[src/rtl/eth_tx_scheduler.sv]
// Shares one Ethernet TX byte stream between the ARP reply generator and an application frame generator.
// Optional MIN_PAD_EN: zero-pads short frames up to MIN_LEN bytes through a PAD state.
module eth_tx_scheduler #(
  parameter int MAX_LEN    = 1514,
  parameter int IFG_CYCLES = 12,
  parameter int MIN_LEN    = 60
) (
  input  logic        clk,
  input  logic        rst,
  input  logic        arp_req,
  input  logic [47:0] req_mac,
  input  logic [31:0] req_ip,
  output logic [47:0] arp_mac,
  output logic [31:0] arp_ip,
  input  logic [15:0] arp_plen,
  input  logic [7:0]  arp_pbyte,
  input  logic        app_req,
  output logic        app_ack,
  input  logic [15:0] app_plen,
  input  logic [7:0]  app_pbyte,
  output logic [15:0] pidx,
  output logic [7:0]  tx_data,
  output logic        tx_valid,
  output logic        tx_last,
  input  logic        tx_ready,
  output logic        busy,
  output logic        arp_ovf
);

  localparam logic [15:0] MAX_L    = 16'(MAX_LEN);
  localparam logic [15:0] IFG_LAST = 16'(IFG_CYCLES - 1);
`ifdef MIN_PAD_EN
  localparam logic [15:0] MIN_L    = 16'(MIN_LEN);
`endif

  typedef enum logic [1:0] {S_IDLE, S_SEND, S_PAD, S_GAP} state_t;

  state_t      state_q, state_d;
  logic [15:0] pidx_q, pidx_d;
  logic [15:0] frame_len_q, frame_len_d;
  logic [15:0] gap_cnt_q, gap_cnt_d;
  logic        tx_valid_q, tx_valid_d;
  logic        tx_last_q, tx_last_d;
  logic        app_ack_q, app_ack_d;
  logic        sel_app_q, sel_app_d;
  logic        last_app_q, last_app_d;
  logic        pend_q, pend_d;
  logic        arp_ovf_q, arp_ovf_d;
  logic [47:0] pend_mac_q, pend_mac_d, arp_mac_q, arp_mac_d;
  logic [31:0] pend_ip_q, pend_ip_d, arp_ip_q, arp_ip_d;
`ifdef MIN_PAD_EN
  logic [15:0] data_len_q, data_len_d;
`endif

  logic        app_active, arp_grant, app_grant;
  logic [15:0] gr_len, gr_tot, pidx_inc;

  always_comb begin
    state_d     = state_q;
    pidx_d      = pidx_q;
    frame_len_d = frame_len_q;
    gap_cnt_d   = gap_cnt_q;
    tx_valid_d  = tx_valid_q;
    tx_last_d   = tx_last_q;
    app_ack_d   = 1'b0;
    sel_app_d   = sel_app_q;
    last_app_d  = last_app_q;
    arp_ovf_d   = arp_ovf_q;
    pend_mac_d  = pend_mac_q;
    pend_ip_d   = pend_ip_q;
    arp_mac_d   = arp_mac_q;
    arp_ip_d    = arp_ip_q;
`ifdef MIN_PAD_EN
    data_len_d  = data_len_q;
`endif

    // app_req is still high during the ack cycle; it must not re-grant then
    app_active = app_req && !app_ack_q;
    arp_grant  = (state_q == S_IDLE) && pend_q && (!app_active || last_app_q);
    app_grant  = (state_q == S_IDLE) && app_active && !arp_grant;

    gr_len = arp_grant ? arp_plen : app_plen;
    if (gr_len > MAX_L) gr_len = MAX_L;
    gr_tot = gr_len;
`ifdef MIN_PAD_EN
    if (gr_len != 16'd0 && gr_len < MIN_L) gr_tot = MIN_L;
`endif
    pidx_inc = pidx_q + 16'd1;

    pend_d = pend_q && !arp_grant;
    if (arp_req) begin
      pend_d     = 1'b1;
      pend_mac_d = req_mac;
      pend_ip_d  = req_ip;
      if (pend_q && !arp_grant) arp_ovf_d = 1'b1;
    end

    case (state_q)
      S_IDLE: begin
        if (arp_grant || app_grant) begin
          sel_app_d  = app_grant;
          last_app_d = app_grant;
          app_ack_d  = app_grant;
          if (arp_grant) begin
            arp_mac_d = pend_mac_q;
            arp_ip_d  = pend_ip_q;
          end
          if (gr_tot != 16'd0) begin
            state_d     = S_SEND;
            tx_valid_d  = 1'b1;
            tx_last_d   = (gr_tot == 16'd1);
            frame_len_d = gr_tot;
            pidx_d      = 16'd0;
`ifdef MIN_PAD_EN
            data_len_d  = gr_len;
`endif
          end
        end
      end
      S_SEND, S_PAD: begin
        if (tx_ready) begin
          if (tx_last_q) begin
            pidx_d     = 16'd0;
            tx_valid_d = 1'b0;
            tx_last_d  = 1'b0;
            gap_cnt_d  = 16'd0;
            state_d    = (IFG_CYCLES > 0) ? S_GAP : S_IDLE;
          end else begin
            pidx_d    = pidx_inc;
            tx_last_d = (pidx_inc == frame_len_q - 16'd1);
`ifdef MIN_PAD_EN
            if (pidx_inc >= data_len_q) state_d = S_PAD;
`endif
          end
        end
      end
      S_GAP: begin
        gap_cnt_d = gap_cnt_q + 16'd1;
        if (gap_cnt_q == IFG_LAST) state_d = S_IDLE;
      end
      default: state_d = S_IDLE;
    endcase
  end

  always_ff @(posedge clk) begin
    if (rst) begin
      state_q     <= S_IDLE;
      pidx_q      <= '0;
      frame_len_q <= '0;
      gap_cnt_q   <= '0;
      tx_valid_q  <= 1'b0;
      tx_last_q   <= 1'b0;
      app_ack_q   <= 1'b0;
      sel_app_q   <= 1'b0;
      last_app_q  <= 1'b0;
      pend_q      <= 1'b0;
      arp_ovf_q   <= 1'b0;
      pend_mac_q  <= '0;
      pend_ip_q   <= '0;
      arp_mac_q   <= '0;
      arp_ip_q    <= '0;
`ifdef MIN_PAD_EN
      data_len_q  <= '0;
`endif
    end else begin
      state_q     <= state_d;
      pidx_q      <= pidx_d;
      frame_len_q <= frame_len_d;
      gap_cnt_q   <= gap_cnt_d;
      tx_valid_q  <= tx_valid_d;
      tx_last_q   <= tx_last_d;
      app_ack_q   <= app_ack_d;
      sel_app_q   <= sel_app_d;
      last_app_q  <= last_app_d;
      pend_q      <= pend_d;
      arp_ovf_q   <= arp_ovf_d;
      pend_mac_q  <= pend_mac_d;
      pend_ip_q   <= pend_ip_d;
      arp_mac_q   <= arp_mac_d;
      arp_ip_q    <= arp_ip_d;
`ifdef MIN_PAD_EN
      data_len_q  <= data_len_d;
`endif
    end
  end

  // Generators answer combinationally from pidx, so a stalled index holds the byte
  assign tx_data  = (state_q == S_PAD) ? 8'h00 : (sel_app_q ? app_pbyte : arp_pbyte);
  assign tx_valid = tx_valid_q;
  assign tx_last  = tx_last_q;
  assign pidx     = pidx_q;
  assign app_ack  = app_ack_q;
  assign arp_mac  = arp_mac_q;
  assign arp_ip   = arp_ip_q;
  assign arp_ovf  = arp_ovf_q;
  assign busy     = (state_q != S_IDLE);

endmodule

[config.mk]
export PLATFORM = sky130hd
export DESIGN_NAME = eth_tx_scheduler
export DESIGN_NICKNAME = d
export VERILOG_FILES = /design/src/rtl/eth_tx_scheduler.sv
export SDC_FILE = /design/constraint.sdc
export NUM_CORES = 1
export LEC_CHECK = 0
export BUFFER_PORTS_ARGS = -buffer_cell sky130_fd_sc_hd__buf_2
export CAP_MARGIN = 20
export CORE_MARGIN = 2
export CORE_UTILIZATION = 40
export CTS_CLUSTER_DIAMETER = 120
export DETAILED_ROUTE_END_ITERATION = 6
export GPL_TIMING_DRIVEN = 0
export PLACE_DENSITY = 0.66
export SLEW_MARGIN = 20
export SYNTH_ARGS = -nofsm -noshare
export SYNTH_HDL_FRONTEND = slang
export SYNTH_SLANG_ARGS = --single-unit
[constraint.sdc]
create_clock -name clk -period 2.6 [get_ports clk]
set_clock_uncertainty 0.1 [all_clocks]
set_input_delay 0 -clock clk [delete_from_list [all_inputs] [get_ports clk]]
set_output_delay 0 -clock clk [all_outputs]
set_load 0.03 [all_outputs]
==> results of run 1 <==
==> area by class of cell <==
type                    count  area, sq um
fillers                  1986         9722
clock buffers              34        698.2
flip-flops and latches    216         4328
clock inverters             8        165.2
plain buffers              67        296.5
multi-input cells         772         4693
well taps                 285        356.6
inverters                  16        60.06
repair buffers            353         2321
==> metrics by stage <==
stage	setup slack (ns)	cell area (sq um)	std cells	utilization, %	hold slack [ns]
after detailed placement	-0.5532	10780	1595	47.63	0.1403
final	0.1322	12920	1751	57.06	0.06222
after global routing	0.007568	12920	1751	57.06	0.08342
after floorplan	0.1158	9230	1071	-	0.04716
after CTS	0.02707	12840	1748	56.71	0.02708
after global placement	-0.5465	10780	1595	47.63	0.1326
==> cells in the final DEF, fill, tap and decap left out, types with 8 or more instances in the layout <==
cell type        n
clkbuf_16       24
xor2_1          15
clkbuf_1        53
o21ai_0         14
dlygate4sd3_1  106
nor3_1          10
dfxtp_1        213
xnor2_1         36
a21oi_1         99
buf_2          240
nand4_1         13
buf_1            8
nand2_1        205
buf_4            9
nor2_1         138
nand3_1         18
inv_1           15
and2_1           8
mux2i_1         90
==> timing repair <==
| item | CTS | global route |
|---|---|---|
| pin swaps | 5 | 5 |
| buffers inserted | 5 | 3 |
| gates resized for setup | 23 | 13 |
| hold buffers | 106 | 0 |
| endpoints found under the setup margin | 120 | 34 |
| hold endpoints to repair | 106 | 0 |
==> power by group through the flow <==
stage               Clock (mW)  Combinational [mW]  Sequential [mW]
global placement             0                2.21             3.74
detailed placement           0                2.23             3.75
global route              3.85                2.78             3.71
finish                    3.63                2.55             3.69
floorplan                    0                1.45             3.87
CTS                       3.70                2.51             3.68
==> worst register-to-register path: stages (launching register included) <==
cell	delay, ns
dfxtp_2	0.33
inv_2	0.07
ha_1	0.16
buf_6	0.11
nand2_2	0.07
a21o_1	0.17
buf_6	0.14
mux2i_4	0.21
o21a_4	0.16
a21o_4	0.24
or4_1	0.50
a21oi_1	0.13
==> final timing paths <==
| path | endpoint | slack [ns] |
|---|---|---|
| worst min register to register | arp_mac[38]$_SDFFE_PP0P_ | 0.35 |
| worst max-delay path | pidx[13]$_SDFFE_PP0P_ | 0.13 |
| worst max register to register | pidx[13]$_SDFFE_PP0P_ | 0.13 |
| worst min-delay path | gap_cnt_q[15]$_SDFFE_PP0P_ | 0.06 |
==> registers in the layout, indices dropped and copies added (netlist names) <==
signal / cells
arp_mac: 48
pend_mac_q: 48
arp_ip: 32
pend_ip_q: 32
frame_len_q: 16
gap_cnt_q: 16
pidx: 16
state_q: 2
app_ack: 1
arp_ovf: 1
last_app_q: 1
pend_q: 1
tx_last: 1
tx_valid: 1
==> logic make-up after synthesis <==
kind of cell / Yosys count / share of synthesized area, %
simple gates: 457 / 22.68
flops: 216 / 46.85
compound gates: 162 / 10.78
mux: 95 / 10.36
buf+inv: 83 / 3.552
xor+xnor: 51 / 4.839
fa+ha+maj: 7 / 0.9489
==> metal layers <==
metal,GRT usage [%],up-vias,share of wire [%]
met5,0,-,0
met4,6.466,0,2.8
met3,4.083,56,6.5
met2,37.61,259,48
met1,28.60,3985,43
li1,-,4390,-
==> impl_metrics.env, run 1 <==
export IMPL_status="complete, no violations"
export IMPL_layout_drive_gt1_share_pct=22.85
export IMPL_worstSetupStartpointType="flip-flop"
export IMPL_synth_top_area_share_pct=46.85
export IMPL_ys_ff_latch=216
export IMPL_core_sq_mm=0.02264
export IMPL_antenna_found_initial=0
export IMPL_grt_pass1_vias=8401
export IMPL_drtPass1Iterations=4
export IMPL_cts_buffers=24
export IMPL_slew_headroom_pct=47.10
export IMPL_synth_warnings=0
export IMPL_routed_wirelength_um=27440
export IMPL_syn_area_per_cell_sq_um=8.618
export IMPL_synth_cell_types=59
export IMPL_swShare_pct=31.10
export IMPL_synth_edff_count=0
export IMPL_critPathTopFamily="compound AO/OA/AOI/OAI gates"
export IMPL_rr_worst_depth=11
export IMPL_crit_start="state_q[0]$_SDFFE_PP0P_"
export IMPL_ant_nets=0
export IMPL_die_width_um=155.9
export IMPL_h_tree_depth=1
export IMPL_p_leak_nw=5.518
export IMPL_start_util_pct=40.77
export IMPL_num_vias=8690
export IMPL_globalRouteTotalUtil_pct=22.08
export IMPL_path_common_cell="buf_6"
export IMPL_cell_internal_pwr_mw=6.800
export IMPL_gp_congestion=0.8300
export IMPL_path_buf_inv=3
export IMPL_total_power_mw=9.870
export IMPL_syn_to_final_growth_pct=39.96
export IMPL_hold_path_startpoint="rst"
export IMPL_drc=0
export IMPL_hold_class="in -> reg"
export IMPL_cap_violations=0
export IMPL_critical_path_class="reg -> reg"
export IMPL_yosysTopAreaCell="dfxtp_1"
export IMPL_regToRegStartpoint="state_q[0]$_SDFFE_PP0P_"
export IMPL_wl_per_cell_um=15.67
export IMPL_clk_insertion_delay_late_ns=0.52
export IMPL_maxSlewViolCount=0
export IMPL_cp_arrival_ns=2.81
export IMPL_via_per_inst=4.963
export IMPL_worstPathCellList="inv_2 -> ha_1 -> buf_6 -> nand2_2 -> a21o_1 -> buf_6 -> mux2i_4 -> o21a_4 -> a21o_4 -> or4_1 -> a21oi_1"
export IMPL_ir_drop_v=0.0005200
export IMPL_die_h_um=155.9
export IMPL_synth_main_ff_cell="dfxtp_1"
export IMPL_synth_common_cells="dfxtp_1, nand2_1, nor2_1"
export IMPL_required_ns=2.94
export IMPL_die_area_sq_mm=0.02431
export IMPL_max_freq_mhz=405.2
export IMPL_power_density_mw_per_mm2=764.0
export IMPL_drt_iter0_markers=423
export IMPL_cts_tree="yes"
export IMPL_clockPowerShare_pct=36.8
export IMPL_async_flop_share_pct=0
export IMPL_num_rows=55
export IMPL_seq_area_frac_synth_pct=46.85
export IMPL_tightest_slew_ns=0.7935
export IMPL_crit_cells=11
export IMPL_switching_power_mw=3.069
export IMPL_hold_depth=3
export IMPL_synth_nets=1211
export IMPL_dpl_hpwl_um=19410
export IMPL_max_stage_delay_ns=0.50
export IMPL_min_period_over_period_pct=94.92
export IMPL_grt_pass1_wl_um=43490
export IMPL_crit_slowest_cell="or4_1"
export IMPL_rsz0062_at_grt="no"
export IMPL_grt_max_degree=14
export IMPL_critPathMaxFanout=8
export IMPL_n_antenna_cell=0
export IMPL_overflow=0
export IMPL_hold_violations=0
export IMPL_min_period_ns=2.468
export IMPL_end_kind="flip-flop"
export IMPL_synth_most_common_cell="dfxtp_1"
export IMPL_io_pins=242
export IMPL_finalSetupTns_ns=0
export IMPL_clk_pin_slew_ns=0.06
export IMPL_nets=1590
export IMPL_cts_root_buf="clkbuf_16"
export IMPL_syn_cell_area_sq_mm=0.009230
export IMPL_postSynthCellCount=1071
export IMPL_pwr_share_seq_pct=37.4
export IMPL_cts_sinks=216
export IMPL_synth_area_top_cells="dfxtp_1, mux2i_1, nand2_1, nor2_1, a21oi_1"
export IMPL_cts_buffer_depth=3
export IMPL_io_buffers=239
export IMPL_setup_viol=0
export IMPL_p_comb_share_pct=25.8
Power figures use the tool's default switching activity.
==> inputs of run 2 (changes only) <==
--- a/config.mk
+++ b/config.mk
@@ -7,7 +7,7 @@
 export LEC_CHECK = 0
 export BUFFER_PORTS_ARGS = -buffer_cell sky130_fd_sc_hd__buf_2
 export CAP_MARGIN = 20
-export CORE_MARGIN = 2
+export CORE_MARGIN = 8
 export CORE_UTILIZATION = 40
 export CTS_CLUSTER_DIAMETER = 120
 export DETAILED_ROUTE_END_ITERATION = 6
==> constraint.sdc (replaced) <==
create_clock -name clk -period 2.6 [get_ports clk]
set_clock_uncertainty 0.1 [all_clocks]
set_input_delay 0.65 -clock clk [delete_from_list [all_inputs] [get_ports clk]]
set_output_delay 0.65 -clock clk [all_outputs]
set_load 0.03 [all_outputs]
==> run 2 against run 1 <==
  * Worst hold slack better by 0.19 ns
  * Clock power about the same
  * Final cell count down 5.9%
  * Flip-flop and latch count unchanged
  * Sequential power about the same
==> impl_metrics.env, run 2 (synthesis gave the netlist of run 1 again) <==
export IMPL_crit_slowest_cell="or4_4"
export IMPL_max_freq_mhz=400.2
export IMPL_fin_area_sq_mm=0.01183
export IMPL_drc=0
export IMPL_p_leak_nw=5.031
export IMPL_final_cell_mix="buf_2, dfxtp_1, nand2_1"
export IMPL_io_pins=242
export IMPL_core_sq_mm=0.02264
export IMPL_ant_nets=0
export IMPL_routed_wirelength_um=28050
export IMPL_fin_util_pct=52.26
export IMPL_ir_drop_v=0.0006773
export IMPL_cp_arrival_ns=2.85
export IMPL_finalSetupTns_ns=0
export IMPL_hold_class="in -> reg"
export IMPL_cts_sinks=216
export IMPL_die_area_sq_mm=0.02819
export IMPL_antenna_found_initial=8
export IMPL_status="complete, no violations"
export IMPL_max_stage_delay_ns=0.52
export IMPL_holdWs_ns=0.2503
export IMPL_hold_violations=0
export IMPL_min_period_over_period_pct=96.10
export IMPL_critPathMaxFanout=8
export IMPL_setup_ws_ns=0.1013
export IMPL_grt_pass1_vias=8329
export IMPL_drtPass1Iterations=5
export IMPL_syn_to_final_growth_pct=28.20
export IMPL_worstPathCellList="inv_2 -> ha_1 -> buf_6 -> nand2_2 -> a21o_1 -> buf_6 -> mux2i_2 -> o21a_4 -> a21o_4 -> or4_4 -> a21oi_2"
export IMPL_min_period_ns=2.499
export IMPL_clk_pin_slew_ns=0.06
export IMPL_dpl_hpwl_um=21080
export IMPL_final_common_cell="buf_2"
export IMPL_tightest_slew_ns=0.8301
export IMPL_overflow=0
export IMPL_setup_viol=0
export IMPL_nets=1480
export IMPL_postPlaceCellArea_sq_mm=0.01080
export IMPL_end_kind="flip-flop"
export IMPL_worstSetupStartpointType="flip-flop"
export IMPL_die_width_um=167.9
export IMPL_slew_headroom_pct=44.66
export IMPL_cts_hold_buf=0
export IMPL_power_density_mw_per_mm2=823.5
export IMPL_dp_cells=1595
export IMPL_die_h_um=167.9
export IMPL_wl_per_cell_um=17.03
export IMPL_h_tree_depth=1
export IMPL_place_ws_ns=-0.5894
export IMPL_cts_buffers=24
export IMPL_maxSlewViolCount=0
export IMPL_num_rows=55
export IMPL_grt_pass1_wl_um=44100
export IMPL_layout_drive_gt1_share_pct=24.76
export IMPL_globalRouteTotalUtil_pct=19.13
export IMPL_reg2reg_slack_ns=0.10
export IMPL_critPathTopFamily="compound AO/OA/AOI/OAI gates"
export IMPL_required_ns=2.95
export IMPL_cts_buffer_depth=3
export IMPL_total_power_mw=9.744
export IMPL_drt_iter0_markers=471
export IMPL_grt_max_degree=14
export IMPL_cts_root_buf="clkbuf_16"
export IMPL_via_per_inst=5.047
export IMPL_cap_violations=0
export IMPL_gp_congestion=0.8516
export IMPL_critical_path_class="reg -> reg"
export IMPL_clk_insertion_delay_late_ns=0.53
export IMPL_start_util_pct=40.77
export IMPL_io_buffers=239
export IMPL_instances_no_fill=1647
export IMPL_path_common_cell="buf_6"
export IMPL_path_buf_inv=3
export IMPL_num_vias=8313
export IMPL_cts_tree="yes"
run 2: changes by cell type in the layout (fill, tap and decap cells not counted), moves of 2 or more:
cell           before  now
clkinvlp_4          0    2
dlygate4sd3_1     106    0
buf_4               9    6
diode_2             0    5
run 2: what timing repair did:
item	in CTS	in global routing
pin swaps	4	2
buffers inserted	4	0
resized for setup	19	15
hold endpoints to repair	0	0
endpoints found under the setup margin	130	35
run 2: cell type report:
type | count | area (sq um)
inverters | 16 | 60.06
clock buffers | 33 | 684.4
plain buffers | 67 | 297.8
multi-input cells | 772 | 4684
well taps | 285 | 356.6
fillers | 2152 | 10810
repair buffers | 243 | 1226
flip-flops and latches | 216 | 4330
clock inverters | 10 | 180.2
diodes | 5 | 12.51
run 2: worst reg2reg max path, delay by kind of cell (launching register included):
family | cells | cell delay, ns
AOI/OAI and AO/OA | 4 | 0.73
DFF | 1 | 0.33
muxes | 1 | 0.19
buffers and inverters | 3 | 0.33
and+or+nand+nor | 2 | 0.60
adders and majority gates | 1 | 0.16
run 2: layer usage:
layer	up-vias	global-route usage (%)	share of wire, %
met5	-	0	0.17
met4	8	5.396	2.1
li1	4184	-	-
met1	3841	22.54	41
met3	51	5.730	7.9
met2	229	33.14	49
run 2: worst paths after layout:
kind,startpoint,depth (start not counted),to
setup reg to reg,state_q[0]$_SDFFE_PP0P_,11,pidx[13]$_SDFFE_PP0P_
hold / removal,req_mac[7],3,pend_mac_q[7]$_SDFFE_PP0P_
setup / recovery,state_q[0]$_SDFFE_PP0P_,11,pidx[13]$_SDFFE_PP0P_
hold reg to reg,pend_mac_q[40]$_SDFFE_PP0P_,2,arp_mac[40]$_SDFFE_PP0P_
run 2: report_power, final:
group          switching, mW  total (mW)  leakage (nW)  internal (mW)
clock network           1.41        3.66         0.416           2.25
logic                   1.51        2.40          2.85          0.891
registers              0.163        3.69          1.76           3.52
total                   3.08        9.74          5.03           6.66
==> inputs of run 3 (changes only) <==
--- a/config.mk
+++ b/config.mk
@@ -11,7 +11,7 @@
 export CORE_UTILIZATION = 40
 export CTS_CLUSTER_DIAMETER = 120
 export DETAILED_ROUTE_END_ITERATION = 6
-export GPL_TIMING_DRIVEN = 0
+export GPL_TIMING_DRIVEN = 1
 export PLACE_DENSITY = 0.66
 export SLEW_MARGIN = 20
 export SYNTH_ARGS = -nofsm -noshare
==> constraint.sdc (replaced) <==
create_clock -name clk -period 2.2 [get_ports clk]
set_clock_uncertainty 0.1 [all_clocks]
set_input_delay 0.55 -clock clk [delete_from_list [all_inputs] [get_ports clk]]
set_output_delay 0.55 -clock clk [all_outputs]
set_load 0.03 [all_outputs]
==> run 3 against run 2 <==
  * The flow now finishes with violations (negative setup slack)
  * Wire length fell by 0.97%
  * Final cell count grew 2.2%
  * Clock-buffer cell count grew 2
  * Critical path type unchanged
  * Largest power group unchanged
  * Highest routed layer unchanged
==> impl_metrics.env, run 3 (synthesis gave the netlist of run 1 again) <==
export IMPL_status="finished, violations left"
export IMPL_violations="negative setup slack"
export IMPL_setup_ws_ns=-0.09266
export IMPL_holdWs_ns=0.1659
export IMPL_hold_class="in -> reg"
export IMPL_globalRouteTotalUtil_pct=18.47
export IMPL_ant_nets=0
export IMPL_h_tree_depth=1
export IMPL_num_rows=55
export IMPL_max_freq_mhz=436.2
export IMPL_drc=0
export IMPL_grt_pass1_vias=8334
export IMPL_reg2reg_slack_ns=-0.09
export IMPL_rsz0062_at_grt="yes"
export IMPL_routed_wirelength_um=27780
export IMPL_gp_congestion=0.8386
export IMPL_critPathMaxFanout=8
export IMPL_syn_to_final_growth_pct=39.84
export IMPL_overflow=0
export IMPL_layout_drive_gt1_share_pct=33.98
export IMPL_core_sq_mm=0.02264
export IMPL_io_pins=242
export IMPL_setup_viol=29
export IMPL_cts_buffer_depth=3
export IMPL_total_power_mw=12.51
export IMPL_die_area_sq_mm=0.02819
export IMPL_num_vias=8553
export IMPL_io_buffers=241
export IMPL_drtPass1Iterations=4
export IMPL_instances_no_fill=1684
export IMPL_worstSetupStartpointType="flip-flop"
export IMPL_clk_pin_slew_ns=0.06
export IMPL_via_per_inst=5.079
export IMPL_cap_violations=0
export IMPL_antenna_found_initial=5
export IMPL_cts_buffers=25
export IMPL_required_ns=2.53
export IMPL_dp_cells=1616
export IMPL_grt_max_degree=89
export IMPL_nets=1516
export IMPL_clk_insertion_delay_late_ns=0.52
export IMPL_maxSlewViolCount=0
export IMPL_tightest_slew_ns=0.6345
export IMPL_cts_root_buf="clkbuf_16"
export IMPL_hold_violations=0
export IMPL_ir_drop_v=0.0009224
export IMPL_slew_headroom_pct=57.70
export IMPL_power_density_mw_per_mm2=968.8
export IMPL_cts_tree="yes"
export IMPL_min_period_ns=2.293
export IMPL_p_leak_nw=5.606
export IMPL_wl_per_cell_um=16.50
export IMPL_cts_sinks=216
export IMPL_final_cell_mix="buf_2, dfxtp_1, nand2_1"
export IMPL_grt_pass1_wl_um=43660
export IMPL_final_common_cell="buf_2"
export IMPL_die_h_um=167.9
export IMPL_end_kind="flip-flop"
export IMPL_die_width_um=167.9
export IMPL_min_period_over_period_pct=104.2
export IMPL_drt_iter0_markers=549
export IMPL_start_util_pct=40.77
export IMPL_cp_arrival_ns=2.62
export IMPL_cts_hold_buf=0
export IMPL_dpl_hpwl_um=19320
export IMPL_critical_path_class="reg -> reg"
[run 3: worst max-delay path, stage by stage (launching register included)]
cell and delay [ns]:
dfxtp_2 0.33, inv_2 0.08, ha_4 0.16, nand2_4 0.06, a21o_4 0.24, mux2i_2 0.19, o21a_4 0.16, buf_6 0.12
nor3_4 0.19, buf_6 0.15, buf_4 0.13, nor2_1 0.05, a311oi_2 0.23
[run 3: final cells by class]
class	count	area (sq um)
fill	2004	9733
multi-input combinational	773	5029
sequential	216	4329
timing repair buffer	344	2277
clock buffer	35	723.2
tap	285	356.6
clock inverter	11	120.1
inverter	16	62.56
antenna	4	10.01
[run 3: path summary, 6_finish.rpt]
| check | from | end | depth (start not counted) |
|---|---|---|---|
| max | state_q[0]$_SDFFE_PP0P_ | frame_len_q[5]$_SDFFE_PP0P_ | 12 |
| min | req_ip[29] | pend_ip_q[29]$_SDFFE_PP0P_ | 3 |
| max reg2reg | state_q[0]$_SDFFE_PP0P_ | frame_len_q[5]$_SDFFE_PP0P_ | 12 |
| min reg2reg | pend_mac_q[9]$_SDFFE_PP0P_ | arp_mac[9]$_SDFFE_PP0P_ | 2 |
[run 3: power breakdown]
group	internal, mW	switching (mW)
combinational	1.87	2.09
sequential	4.16	0.179
clock	2.54	1.67
total	8.57	3.94
[run 3: layer usage]
metal / vias up / global-route usage, % / share of wire, %
met5: - / 0 / 0.097
met4: 4 / 5.396 / 2.3
met3: 51 / 5.215 / 7.4
met2: 247 / 31.66 / 49
met1: 4000 / 22.17 / 41
li1: 4251 / - / -
[run 3: what timing repair did]
item | 4_1_cts | 5_1_grt
setup endpoints to repair | 39 | 44
endpoints found under the hold margin | 0 | 0
buffers inserted | 8 | 7
gates cloned | 3 | 0
pin swaps | 13 | 22
gates resized for setup | 53 | 76
[run 3: stage by stage]
stage	setup slack, ns	instance area, sq um	setup TNS [ns]	utilization, %
2_1_floorplan	-0.3034	9260	-7.190	-
6_report	-0.09266	12910	-1.273	57.01
4_1_cts	-0.05663	12490	-0.5154	55.15
3_5_place_dp	-0.6804	11300	-22.24	49.90
5_1_grt	-0.1866	12900	-4.020	57.00
3_3_place_gp	-0.5513	11300	-19.64	49.90
